File: src/rtl/cs_packer.sv
// Packs SLOTS consecutive N-bit control vectors into an rs1/rs2 word pair and
// holds it in a one-deep output register; groups completed while full are dropped.
module cs_packer #(
  parameter int unsigned N         = 8,
  parameter int unsigned SLOTS     = 7,
  parameter int unsigned RS2_SLOTS = 4
) (
  input  logic         clk,
  input  logic         resetn,
  input  logic         s_valid,
  input  logic [N-1:0] s_data,
  input  logic         clr,
  output logic         w_valid,
  input  logic         w_ready,
  output logic [31:0]  w_rs1,
  output logic [31:0]  w_rs2,
  output logic         overflow,
  output logic [15:0]  drop_cnt
);

  localparam int unsigned RS1_SLOTS = SLOTS - RS2_SLOTS;
  localparam int unsigned CntW      = (SLOTS > 1) ? $clog2(SLOTS) : 1;
  localparam logic [CntW-1:0] LastCnt = CntW'(SLOTS - 1);

  generate
    if (RS2_SLOTS > SLOTS || RS2_SLOTS * N > 32 || (SLOTS - RS2_SLOTS) * N > 32 ||
        N < 3 || N > 8) begin : g_bad_cfg
      $error("cs_packer: illegal N/SLOTS/RS2_SLOTS combination");
    end
  endgenerate

  typedef enum logic {StEmpty, StFull} state_e;

  state_e                    state_q, state_d;
  logic [CntW-1:0]           cnt_q, cnt_d;
  logic [SLOTS-1:0][N-1:0]   asm_q, asm_d;
  logic [31:0]               rs1_q, rs1_d, rs2_q, rs2_d;
  logic                      ovf_q, ovf_d;
  logic [15:0]               drop_q, drop_d;

  logic [SLOTS-1:0][N-1:0]   grp;
  logic [31:0]               pack1, pack2;
  logic                      accept, complete, xfer;

  // Group as it looks after this edge's sample is written, so completion can
  // load the holder in the same edge as the last sample.
  always_comb begin
    grp = asm_q;
    if (s_valid) grp[cnt_q] = s_data;
    pack1 = '0;
    pack2 = '0;
    for (int j = 0; j < int'(RS1_SLOTS); j++) pack1[j*N +: N] = grp[j];
    for (int k = 0; k < int'(RS2_SLOTS); k++) pack2[k*N +: N] = grp[RS1_SLOTS + k];
  end

  assign accept   = s_valid && !clr;
  assign complete = accept && (cnt_q == LastCnt);
  assign xfer     = (state_q == StFull) && w_ready;

  always_comb begin
    state_d = state_q;
    cnt_d   = cnt_q;
    asm_d   = asm_q;
    rs1_d   = rs1_q;
    rs2_d   = rs2_q;
    ovf_d   = ovf_q;
    drop_d  = drop_q;
    if (clr) begin
      cnt_d   = '0;
      asm_d   = '0;
      state_d = StEmpty;
    end else begin
      if (accept) begin
        asm_d = grp;
        cnt_d = complete ? '0 : cnt_q + CntW'(1);
      end
      unique case (state_q)
        StEmpty: begin
          if (complete) begin
            rs1_d   = pack1;
            rs2_d   = pack2;
            state_d = StFull;
          end
        end
        StFull: begin
          if (complete && xfer) begin
            rs1_d = pack1;
            rs2_d = pack2;
          end else if (complete) begin
            ovf_d = 1'b1;
            if (drop_q != 16'hFFFF) drop_d = drop_q + 16'd1;
          end else if (xfer) begin
            state_d = StEmpty;
          end
        end
        default: state_d = StEmpty;
      endcase
    end
  end

  always_ff @(posedge clk) begin
    if (!resetn) begin
      state_q <= StEmpty;
      cnt_q   <= '0;
      asm_q   <= '0;
      rs1_q   <= '0;
      rs2_q   <= '0;
      ovf_q   <= 1'b0;
      drop_q  <= '0;
    end else begin
      state_q <= state_d;
      cnt_q   <= cnt_d;
      asm_q   <= asm_d;
      rs1_q   <= rs1_d;
      rs2_q   <= rs2_d;
      ovf_q   <= ovf_d;
      drop_q  <= drop_d;
    end
  end

  assign w_valid  = (state_q == StFull);
  assign w_rs1    = rs1_q;
  assign w_rs2    = rs2_q;
  assign overflow = ovf_q;
  assign drop_cnt = drop_q;

endmodule

File: config.mk
export PLATFORM = sky130hd
export DESIGN_NAME = cs_packer
export DESIGN_NICKNAME = d
export VERILOG_FILES = /design/src/rtl/cs_packer.sv
export SDC_FILE = /design/constraint.sdc
export NUM_CORES = 1
export LEC_CHECK = 0
export ABC_AREA = 1
export BUFFER_PORTS_ARGS = -buffer_cell sky130_fd_sc_hd__buf_4
export CAP_MARGIN = 20
export CORE_UTILIZATION = 35
export DETAILED_ROUTE_END_ITERATION = 8
export MAX_ROUTING_LAYER = met4
export PLACE_DENSITY = 0.52
export SETUP_SLACK_MARGIN = 0.05
export SLEW_MARGIN = 10
export SYNTH_ARGS = -nofsm -noshare
export SYNTH_HDL_FRONTEND = slang
export SYNTH_SLANG_ARGS = --single-unit
File: constraint.sdc
create_clock -name clk -period 2.86 [get_ports clk]
set_clock_uncertainty 0.2 [all_clocks]
set_input_delay 0.143 -clock clk [delete_from_list [all_inputs] [get_ports clk]]
set_output_delay 0.143 -clock clk [all_outputs]
set_load 0.05 [all_outputs]
# Word level (Yosys, flattened, before mapping)
# Index checks and enable logic that the tools add are counted.
totals:
  ff_bits: 141
  input_bits: 13
  out_inout_bits: 82
  wordCells: 51
op_classes:
  add_sub_neg: 2
  order_cmp: 2
  eq_ne: 4
  mux: 16
  bitwise: 4
  reduce_logical: 10
op_table:
  columns: ["cell", "n"]
  rows:
  - ["$mux W32", 4]
  - ["$pmux W32 S2", 2]
  - ["$bwmux W56", 1]
  - ["$mux W56", 1]
  - ["$demux W8 S3", 1]
  - ["$add A16 B1 Y16 const B", 1]
  - ["$ne A16 B16 Y1 const B", 1]
  - ["$mux W8", 1]
  - ["$logic_and A1 B1 Y1", 5]
  - ["$reduce_and A5 Y1", 1]
  - ["$lt A3 B4 Y1 const B", 1]
  - ["$mux W1", 4]
  - ["$not A1 Y1", 4]
  - ["$reduce_and A4 Y1", 1]
  - ["$add A3 B1 Y3 const B", 1]
  - ["$eq A3 B3 Y1 const B", 1]
  - ["$ge A3 B1 Y1 const B", 1]
  - ["$mux W3", 1]
  - ["$reduce_and A3 Y1", 1]
  - ["$ne A2 B1 Y1 const B", 1]
  - ["$ne A2 B2 Y1 const B", 1]
  - ["$pmux W1 S2", 1]
  - ["$reduce_or A2 Y1", 1]
  - ["$logic_not A1 Y1", 1]

# Longest topological paths before layout
logic_depth:
  ltp_word: 8
  depth_mapped: 11
  mapped_depth_nobuf: 11

# Worst setup path after synthesis
# Ideal clock, no wire load.
synth_path:
  path_kind: "reg2reg"
  from: "register drop_q[0] (netlist: drop_cnt[0])"
  to: "register drop_q[6] (netlist: drop_cnt[6])"
  setup_ns: 0.113
  arrival_time_ns: 1.800
  required_time_ns: 2.547
  path_slack_ns: 0.747
  stages_incl_launch_ff: 10
  n_path_buf: 1
  synth_period_minus_slack_ns: 2.113
  path_cell_list: "dfxtp_1 -> ha_1 -> nand2_1 -> nor2_1 -> nand2_1 -> o21ai_2 -> buf_4 -> nand2_1 -> nand2_1 -> nor2_1"
synth_via:
  elab_chain_cells: 2
  word_cells_on_any_way: 3
  cone_classes: "add/sub: 1; eq/ne: 1; reduce/logical: 1"
synth_lines:
  columns: ["element", "line_no", "source"]
  rows:
  - ["start: declaration", "39", "logic [15:0] drop_q, drop_d;"]
  - ["start signal: assignment", "117", "drop_q <= drop_d;"]
  - ["branches (longest 2 deep; another with $add A16 B1 Y16)", null, null]
# Parallel ways; which one is timed is not known.
# A chain may end at the register's enable or synchronous reset.

# Worst setup path after layout
layout_path:
  from: "register drop_q[0] (netlist: drop_cnt[0])"
  to: "register drop_q[2] (netlist: drop_cnt[2])"
# Same word-level chain as after synthesis.

==> impl_metrics.tcl <==
set metrics [dict create \
    run_status "finished clean" \
    grt_pass1_vias 5119 \
    required_ns 2.98 \
    drcViolationCount 0 \
    cts_tree "done" \
    avgSynthCellArea_um2 6.71 \
    hold_viol 0 \
    p_leak_nw 3.51 \
    critPathCaptureType "flip-flop" \
    dp_hpwl_um 10100 \
    post_route_cells_drive_above_1_share_pct 15.2 \
    fin_area_um2 7440 \
    yosys_warnings 0 \
    die_w_um 134 \
    synth_cell_type_count 25 \
    yosys.area.top_type "dfxtp_1" \
    clkPwrFrac_pct 50.9 \
    htree_levels 4 \
    worstPathMaxFanout 12 \
    p_sw_share_pct 22.7 \
    postCtsSetupBuffers 0 \
    clockBufferDepth 2 \
    cts_sinks 133 \
    period_share_pct 76.4 \
    insertion_delay_ns 0.42 \
    switchingPower_mw 0.998 \
    wl_per_cell_um 13.3 \
    cts-resized-gates 0 \
    p_seq_share_pct 43.5 \
    vdd.ir_drop.worst_mv 0.408 \
    area_growth_pct 22.9 \
    whs_path_depth 5 \
    root_buffer "clkbuf_16" \
    rsz0062_at_grt "false" \
    post-place-ws_ns 0.685 \
    first_pass_iters 4 \
    ant_nets 0 \
    coreArea_um2 16800 \
    max_clock_freq_mhz 458 \
    clkTransAtPathRegs_ns 0.06 \
    pwr_density_cell_nw_per_um2 590 \
    yosysSeqAreaShare_pct 44.0 \
    timing.hold.ws_ns 0.0348 \
    start_util_pct 36.1 \
    synthesis.area_um2 6050 \
    grt_max_degree 59 \
    n_antenna_cell 0 \
    slew_viol_final 0 \
    vias 5613 \
    nets 985 \
    antenna_found_initial 0 \
    setup_ws_ns 0.676 \
    synthTopCellsByArea "dfxtp_1 (44%), nand2_1 (11%), nor2_1 (10%)" \
    ff2ff_path_depth 9 \
    die_h_um 134 \
    postSynthRegisterBits 133 \
    via_per_inst 4.67 \
    drt-initial-drc-count 299 \
    setup.worst_path.class "flip-flop to flip-flop" \
    place_congestion 0.819 \
    hp-class "input port to flip-flop" \
    worst_ep_arrival_time_ns 2.30 \
    syn_inst 902 \
    worst_pin_slew_ns 0.651 \
    max-slew-margin-rel_pct 56.6 \
    netlist.area_leader.share_pct 44.0 \
    gr-total-overflow 0 \
    p_comb_share_pct 5.7 \
    crit_path_start_kind "flip-flop" \
    drt_wl_total_um 16000 \
    fp-row-count 47 \
    internal-power_mw 3.39 \
    post_dp_cell_area_um2 6800 \
    finalSetupTns_ns 0 \
    num_io_pins 95 \
    dieArea_um2 17800 \
    track_usage_pct 19.2 \
    port_buffers 86 \
    setup_viol 0 \
    grt_pass1_wl_um 26100 \
    cts_buffers 17 \
    min_period_ns 2.18 \
    maxCapViolations 0 \
]
==> sequential cells by signal, indices dropped and copies added, names as in the netlist <==
signal / flops
drop_cnt: 16
overflow: 1
w_valid: 1
w_rs1: 24
w_rs2: 32
cnt_q: 3
asm_q: 56
==> layer usage <==
layer / wire, um / global-route usage (%) / up-vias
li1: - / - / 2968
met1: 8050 / 25.3 / 2522
met2: 7160 / 29.0 / 106
met3: 610 / 4.26 / 17
met4: 208 / 6.63 / 0
met5: 0 / - / -
==> cell usage after synthesis (all sizes together) <==
master and count:
a211oi 2, a21oi 58, buf 34, clkbuf 27, conb 1, dfxtp 133, ha 3, inv 95
nand2 187, nand3 66, nand4 4, nor2 168, o21ai 117, o22ai 1, xor2 6
==> power by group through the flow <==
stage,Clock [mW],Combinational (mW),Sequential (mW)
floorplan,0,0.186,1.94
global placement,0,0.245,1.95
detailed placement,0,0.245,1.95
CTS,2.28,0.251,1.91
global route,2.35,0.283,1.91
finish,2.23,0.249,1.91
==> final timing paths <==
kind / from / end / slack (ns)
worst min register to register: w_rs1[22]$_SDFFE_PN0P_ / w_rs1[22]$_SDFFE_PN0P_ / 0.26
worst min-delay path: s_valid / asm_q[54]$_SDFFE_PP0P_ / 0.03
worst max register to register: drop_cnt[0]$_SDFFE_PN0P_ / drop_cnt[2]$_SDFFE_PN0P_ / 0.68
worst max-delay path: drop_cnt[0]$_SDFFE_PN0P_ / drop_cnt[2]$_SDFFE_PN0P_ / 0.68
==> layout make-up <==
class | instances | area [um^2]
Multi-Input combinational cell | 620 | 2760
Clock buffer | 22 | 474
Fill cell | 1764 | 9320
Inverter | 95 | 357
Tap cell | 220 | 275
Clock inverter | 10 | 128
Timing Repair Buffer | 102 | 788
Sequential cell | 133 | 2660
==> critical path, cell delays in order (launching register included) <==
cell     delay [ns]
dfxtp_1        0.42
ha_1           0.23
nand2_1        0.06
nor2_1         0.17
nand2_1        0.14
o21ai_2        0.41
buf_4          0.27
nand2_1        0.07
nand2_1        0.06
nor2_1         0.04
==> metrics by stage <==
step	std cells	utilization [%]	power (mW)
after floorplan	909	-	2.13
after global placement	1166	40.6	2.19
after detailed placement	1166	40.6	2.19
after CTS	1202	44.4	4.44
after global routing	1202	44.4	4.55
final	1202	44.4	4.39
==> repair_timing <==
action / 4_1_cts / 5_1_grt
hold endpoints to repair: 20 / 0
endpoints found under the setup margin: 0 / 0
hold buffers: 4 / 0
==> logic make-up after synthesis <==
kind of cell / after synthesis / synth area share, %
DFF: 133 / 44.0
xor gates and xnor gates: 6 / 0.868
AOI/OAI and AO/OA: 178 / 14.9
adders and majority gates: 3 / 0.620
other: 1 / 0.0619
buffers and inverters: 156 / 11.0
and+or+nand+nor: 425 / 28.6
==> cell usage in the layout (no fill, tap or decap), drive strengths merged <==
master       synthesis  routed
dlygate4sd3          0       4
o21ai              117     117
a211oi               2       2
nor2               168     168
bufinv               0       3
clkbuf              27      22
a21oi               58      58
o22ai                1       1
conb                 1       8
nand2              187     187
dfxtp              133     133
clkinv               0       6
ha                   3       3
nand3               66      66
clkinvlp             0       1
xor2                 6       6
inv                 95      95
nand4                4       4
buf                 34      98
Power figures use the tool's default switching activity.
